**src/rtl/jk_drv_pkg.sv**
```systemverilog
// Shared types and helpers for the JK excitation driver: state encoding, counter widths
// and the per-bit JK excitation rule.
package jk_drv_pkg;

  typedef logic [1:0] state_t;

  localparam state_t ST_IDLE   = 2'd0;
  localparam state_t ST_DRIVE  = 2'd1;
  localparam state_t ST_SETTLE = 2'd2;
  localparam state_t ST_CHECK  = 2'd3;

  // Wide enough for SETTLE_CYC up to 15 and MAX_RETRY up to 7.
  localparam int SETTLE_CNT_W = 4;
  localparam int RETRY_CNT_W  = 3;

  // Returns {j,k} that moves one flop from q to t; dc fills the don't-care term.
  function automatic logic [1:0] jk_excite(input logic q, input logic t, input logic dc);
    logic [1:0] jk;
    case ({q, t})
      2'b00:   jk = {1'b0, dc};
      2'b01:   jk = {1'b1, dc};
      2'b10:   jk = {dc, 1'b1};
      default: jk = {dc, 1'b0};
    endcase
    return jk;
  endfunction

endpackage

```
**src/rtl/jk_excite_bank.sv**
```systemverilog
// Combinational W-bit JK excitation generator: j/k that carry q_i to target_i in one edge.
module jk_excite_bank
  import jk_drv_pkg::*;
#(
  parameter int   W  = 4,
  parameter logic DC = 1'b0
) (
  input  logic [W-1:0] q_i,
  input  logic [W-1:0] target_i,
  output logic [W-1:0] j_o,
  output logic [W-1:0] k_o
);

  always_comb begin
    j_o = '0;
    k_o = '0;
    for (int i = 0; i < W; i++) begin
      {j_o[i], k_o[i]} = jk_excite(q_i[i], target_i[i], DC);
    end
  end

endmodule

```
**src/rtl/jk_excitation_driver.sv**
```systemverilog
// Drives a JK flop bank to a requested value with drive/settle/check and bounded retry.
// Optional JK_DRV_STATS_EN adds saturating retry_total/req_total counters.
module jk_excitation_driver
  import jk_drv_pkg::*;
#(
  parameter int W          = 4,
  parameter int SETTLE_CYC = 0,
  parameter int MAX_RETRY  = 2,
  parameter int DC_TOGGLE  = 0
) (
  input  logic         clk,
  input  logic         rst_n,
  input  logic         req_valid,
  output logic         req_ready,
  input  logic [W-1:0] req_target,
  output logic [W-1:0] j,
  output logic [W-1:0] k,
  input  logic [W-1:0] q_fb,
  output logic         busy,
  output logic         done,
  output logic         err,
  output logic         err_flag
`ifdef JK_DRV_STATS_EN
  ,
  output logic [15:0]  retry_total,
  output logic [15:0]  req_total
`endif
);

  localparam logic [SETTLE_CNT_W-1:0] SETTLE_LAST =
      (SETTLE_CYC > 0) ? SETTLE_CNT_W'(SETTLE_CYC - 1) : '0;
  localparam logic [RETRY_CNT_W-1:0] RETRY_MAX = RETRY_CNT_W'(MAX_RETRY);

  state_t                  state_q,  state_d;
  logic [W-1:0]            target_q, target_d;
  logic [W-1:0]            j_q, j_d, k_q, k_d;
  logic                    ready_q, ready_d;
  logic                    busy_q, busy_d;
  logic                    done_q, done_d;
  logic                    err_q, err_d;
  logic                    eflag_q, eflag_d;
  logic [RETRY_CNT_W-1:0]  retry_q, retry_d;
  logic [SETTLE_CNT_W-1:0] settle_q, settle_d;

  logic [W-1:0] exc_t, exc_j, exc_k;
  logic         accept, match, redrive;

  // In IDLE the excitation must come from the incoming target, since it is registered at accept.
  assign exc_t   = (state_q == ST_IDLE) ? req_target : target_q;
  assign accept  = (state_q == ST_IDLE) && req_valid && ready_q;
  assign match   = (q_fb == target_q);
  assign redrive = (state_q == ST_CHECK) && !match && (retry_q < RETRY_MAX);

  jk_excite_bank #(
    .W  (W),
    .DC ((DC_TOGGLE != 0) ? 1'b1 : 1'b0)
  ) u_bank (
    .q_i      (q_fb),
    .target_i (exc_t),
    .j_o      (exc_j),
    .k_o      (exc_k)
  );

  always_comb begin
    state_d  = state_q;
    target_d = target_q;
    j_d      = '0;
    k_d      = '0;
    ready_d  = ready_q;
    busy_d   = busy_q;
    done_d   = 1'b0;
    err_d    = 1'b0;
    eflag_d  = eflag_q;
    retry_d  = retry_q;
    settle_d = settle_q;
    case (state_q)
      ST_IDLE: begin
        ready_d = 1'b1;
        busy_d  = 1'b0;
        if (accept) begin
          target_d = req_target;
          retry_d  = '0;
          eflag_d  = 1'b0;
          j_d      = exc_j;
          k_d      = exc_k;
          ready_d  = 1'b0;
          busy_d   = 1'b1;
          state_d  = ST_DRIVE;
        end
      end
      ST_DRIVE: begin
        settle_d = '0;
        state_d  = (SETTLE_CYC > 0) ? ST_SETTLE : ST_CHECK;
      end
      ST_SETTLE: begin
        if (settle_q == SETTLE_LAST) state_d = ST_CHECK;
        else                         settle_d = settle_q + SETTLE_CNT_W'(1);
      end
      default: begin
        if (match) begin
          done_d  = 1'b1;
          ready_d = 1'b1;
          busy_d  = 1'b0;
          state_d = ST_IDLE;
        end else if (redrive) begin
          retry_d = retry_q + RETRY_CNT_W'(1);
          j_d     = exc_j;
          k_d     = exc_k;
          state_d = ST_DRIVE;
        end else begin
          err_d   = 1'b1;
          eflag_d = 1'b1;
          ready_d = 1'b1;
          busy_d  = 1'b0;
          state_d = ST_IDLE;
        end
      end
    endcase
  end

  always_ff @(posedge clk or negedge rst_n) begin
    if (!rst_n) begin
      state_q  <= ST_IDLE;
      target_q <= '0;
      j_q      <= '0;
      k_q      <= '0;
      ready_q  <= 1'b0;
      busy_q   <= 1'b0;
      done_q   <= 1'b0;
      err_q    <= 1'b0;
      eflag_q  <= 1'b0;
      retry_q  <= '0;
      settle_q <= '0;
    end else begin
      state_q  <= state_d;
      target_q <= target_d;
      j_q      <= j_d;
      k_q      <= k_d;
      ready_q  <= ready_d;
      busy_q   <= busy_d;
      done_q   <= done_d;
      err_q    <= err_d;
      eflag_q  <= eflag_d;
      retry_q  <= retry_d;
      settle_q <= settle_d;
    end
  end

  assign j         = j_q;
  assign k         = k_q;
  assign req_ready = ready_q;
  assign busy      = busy_q;
  assign done      = done_q;
  assign err       = err_q;
  assign err_flag  = eflag_q;

`ifdef JK_DRV_STATS_EN
  logic [15:0] retry_tot_q, req_tot_q;

  always_ff @(posedge clk or negedge rst_n) begin
    if (!rst_n) begin
      retry_tot_q <= '0;
      req_tot_q   <= '0;
    end else begin
      if (redrive && (retry_tot_q != 16'hFFFF)) retry_tot_q <= retry_tot_q + 16'd1;
      if (accept && (req_tot_q != 16'hFFFF))    req_tot_q   <= req_tot_q + 16'd1;
    end
  end

  assign retry_total = retry_tot_q;
  assign req_total   = req_tot_q;
`endif

endmodule

```
**config.mk**
```make
export PLATFORM = sky130hd
export DESIGN_NAME = jk_excitation_driver
export DESIGN_NICKNAME = d
export VERILOG_FILES = /design/src/rtl/jk_drv_pkg.sv /design/src/rtl/jk_excite_bank.sv /design/src/rtl/jk_excitation_driver.sv
export SDC_FILE = /design/constraint.sdc
export NUM_CORES = 1
export LEC_CHECK = 0
export ABC_AREA = 1
export CORE_ASPECT_RATIO = 0.9
export CORE_MARGIN = 1.5
export CORE_UTILIZATION = 24
export CTS_BUF_LIST = sky130_fd_sc_hd__clkbuf_8
export CTS_CLUSTER_SIZE = 28
export DETAILED_ROUTE_END_ITERATION = 8
export GPL_TIMING_DRIVEN = 1
export SYNTH_ARGS = -nofsm -noshare
export SYNTH_HDL_FRONTEND = slang
export SYNTH_SLANG_ARGS = --single-unit
export TNS_END_PERCENT = 5
```
**constraint.sdc**
```tcl
create_clock -name clk -period 1.6 [get_ports clk]
set_input_delay 0.32 -clock clk [delete_from_list [all_inputs] [get_ports clk]]
set_output_delay 0.32 -clock clk [all_outputs]
set_load 0.01 [all_outputs]
```
==> summary.md <==
| Metric | Value |
|---|---|
| Status | `complete, no violations` |
| Initial antenna violation count | `0` |
| Detailed Place HPWL | `1930 µm` |
| Gate power share | `53.4%` |
| FF+latch count, synth | `26` |
| CTS Hold Bufs | `0` |
| GRT overflow | `0` |
| Crit-path slowest cell | `clkdlybuf4s50_1` |
| First-pass GRT wire length | `4330 µm` |
| Inst Count DP | `268` |
| Crit path max-delay family | `buffers and inverters` |
| Clock power frac | `12.6%` |
| DR WL/cell | `9.38 µm` |
| Internal power | `1.72 mW` |
| Power Density | `1610 nW/µm²` |
| Synthesized area per cell | `7.98 µm²` |
| Slew Limit Fails | `0` |
| Sw Ratio | `39.8%` |
| Non-Filler Instances | `271` |
| Vias in the first global route | `1003` |
| Final period demand of the worst path | `1.53 ns` |
| Largest net degree at the start of global routing | `27` |
| Synth warn | `0` |
| # rows | `25` |
| Synthesized instance count | `166` |
| CTS Buf Count | `3` |
| Area delta synth->final | `34.6%` |
| Leak pwr | `0.888 nW` |
| Clock latency on the worst-skew pair | `0.26 ns` |
| Clock Sink Count | `26` |
| WP data arrival | `1.21 ns` |
| Total GRT Usage | `9.48%` |
| Port buffer count | `23` |
| Sequential Power Share | `34.1%` |
| F_max | `653 MHz` |
| Drt total wl | `2540 µm` |
| Fin crit share | `95.8%` |
| Worst hold path type | `input pin to asynchronous set/reset pin` |
| Setup-failing EPs final | `0` |
| Crit-path max cell delay | `0.56 ns` |
| Post-route setup TNS | `0 ns` |
| Die footprint | `5980 µm²` |
| I/O pins | `24` |
| RSZ-0062 raised after global routing | `no` |
| Post-synth top area share | `49.1%` |
| DR DRC count | `0` |
| Routed Antenna Nets | `0` |
| Final Skew | `0.00260 ns` |
| RD Place Congestion | `0.747` |
| Cell accounting for the most synthesized area | `dfrtp_1` |
| Initial Util | `25.1%` |
| Core ar. | `5290 µm²` |
| H-tree depth | `1` |
| Post-synth cell types | `20` |
| Vias per inst | `4.07` |
| Clk slew on worst S/H paths | `0.09 ns` |
| Commonest non-fill, non-tap cell in the layout | `nand2_1` |
| Clk root buf | `clkbuf_8` |
| Max-cap violations | `0` |
| Synth area leaders | `dfrtp_1 49%, nand2_1 13%, ha_1 7.6%` |
| Slew @ Worst Pin | `0.332 ns` |
| CP Launch Type | `flip-flop` |
| DR iter-0 viols | `40` |
| Initial DRT Pass Iterations | `4` |
| Critical path type | `flip-flop to primary output` |
| Sequential share of the synthesized area | `49.1%` |
| Overall power | `2.86 mW` |
| Width of the die | `81.3 µm` |
| Synthesized Nets | `185` |
| Hold Fails Final Rpt | `0` |
| Diodes inserted | `0` |
| Crit path max fanout | `3` |
| Element type at the critical path end | `primary output` |
| Crit path buf inv count | `1` |
| Critical Path, Cell by Cell | `clkdlybuf4s50_1` |
| Share of layout cells above drive strength 1 | `12.3%` |
| WHS | `0.430 ns` |
| CTS tree | `done` |
| Switching pwr | `1.14 mW` |
| Utilization after layout | `33.7%` |
| Post-Syn Area | `1330 µm²` |
| Total number of vias | `1102` |
| Slew HR | `77.8%` |
| Final net count | `225` |
| Die H | `73.5 µm` |
| Max rail drop VDD | `0.683 mV` |
| Most frequent cells in the layout | `46 x nand2_1, 26 x dfrtp_1, 24 x inv_1` |
| Clock buffer depth | `2` |
| CP required | `1.28 ns` |
power by group through the flow:
stage	registers, mW	clock network (mW)	logic, mW
after floorplan	1.04	0	0.871
after global placement	0.985	0	1.49
after detailed placement	0.988	0	1.49
after CTS	0.976	0.382	1.50
after global routing	0.999	0.411	1.77
final	0.976	0.360	1.53
routing by layer:
metal | vias up | wire length, µm | track usage, %
met5 | - | 0 | 0
met3 | 2 | 162 | 3.60
met2 | 21 | 1090 | 15.2
met4 | 0 | 18 | 1.72
met1 | 485 | 1270 | 12.3
li1 | 594 | - | -
kinds of logic after synthesis:
kind of cell | share of synthesized area [%]
buffers and inverters | 8.40
xor gates and xnor gates | 0.661
AOI/OAI and AO/OA | 8.50
adders and majority gates | 7.55
and+or+nand+nor | 25.8
DFF | 49.1
path summary, 6_finish.rpt:
check / start / to / slack, ns / cells after the start
worst max-delay path: req_ready$_DFFE_PN0P_ / req_ready / 0.07 / 1
worst min-delay path: rst_n / j[1]$_DFF_PN0_ / 0.43 / 2
worst max register to register: state_q[0]$_DFFE_PN0P_ / retry_q[2]$_DFFE_PN0P_ / 0.11 / 7
worst min register to register: busy$_DFFE_PN0P_ / busy$_DFFE_PN0P_ / 0.50 / 2
max in group asynchronous: rst_n / req_ready$_DFFE_PN0P_ / 0.92 / 2
min in group clk: busy$_DFFE_PN0P_ / busy$_DFFE_PN0P_ / 0.50 / 2
state kept, by name (all words and copies together), names as in the netlist, 2 cells and up:
signal / count
target_q: 4
k: 4
j: 4
settle_q: 4
retry_q: 3
state_q: 2
repair_timing:
item	in CTS	in global routing
setup buffers	0	0
gates resized for setup	0	5
endpoints found under the hold margin	0	0
setup endpoints to repair	0	12
final cells by class:
class / instances / area, µm²
clock buffer: 3 / 41.3
tap: 67 / 83.8
fill: 553 / 3500
multi-input combinational: 112 / 571
sequential: 26 / 651
inverter: 26 / 101
timing repair buffer: 37 / 335
metrics by stage:
stage | setup slack [ns] | instance area, µm²
floorplan | 0.0732 | 1330
global placement | -0.124 | 1730
detailed placement | -0.160 | 1730
CTS | 0.0355 | 1770
global route | 0.000473 | 1780
finish | 0.0679 | 1780
worst register-to-register path, delay by kind of cell, from the launching register on:
| family | cells | cell delay [ns] |
|---|---|---|
| fa+ha+maj | 1 | 0.26 |
| buf+inv | 2 | 0.25 |
| flops | 1 | 0.39 |
| simple gates | 3 | 0.28 |
| compound gates | 1 | 0.25 |
cell usage after synthesis:
master / count
a21oi_1: 5
nor3_1: 1
nand3_2: 1
o21ai_0: 14
dfrtp_1: 26
buf_4: 1
o311ai_1: 1
clkinv_2: 1
ha_1: 8
buf_2: 1
inv_2: 1
xnor2_1: 1
nand2_1: 47
nand4_1: 1
or2_1: 1
a21oi_2: 1
nor2_1: 18
nor3_2: 1
inv_1: 24
nand3_1: 12
No activity file was read; power rests on OpenSTA's default activity.
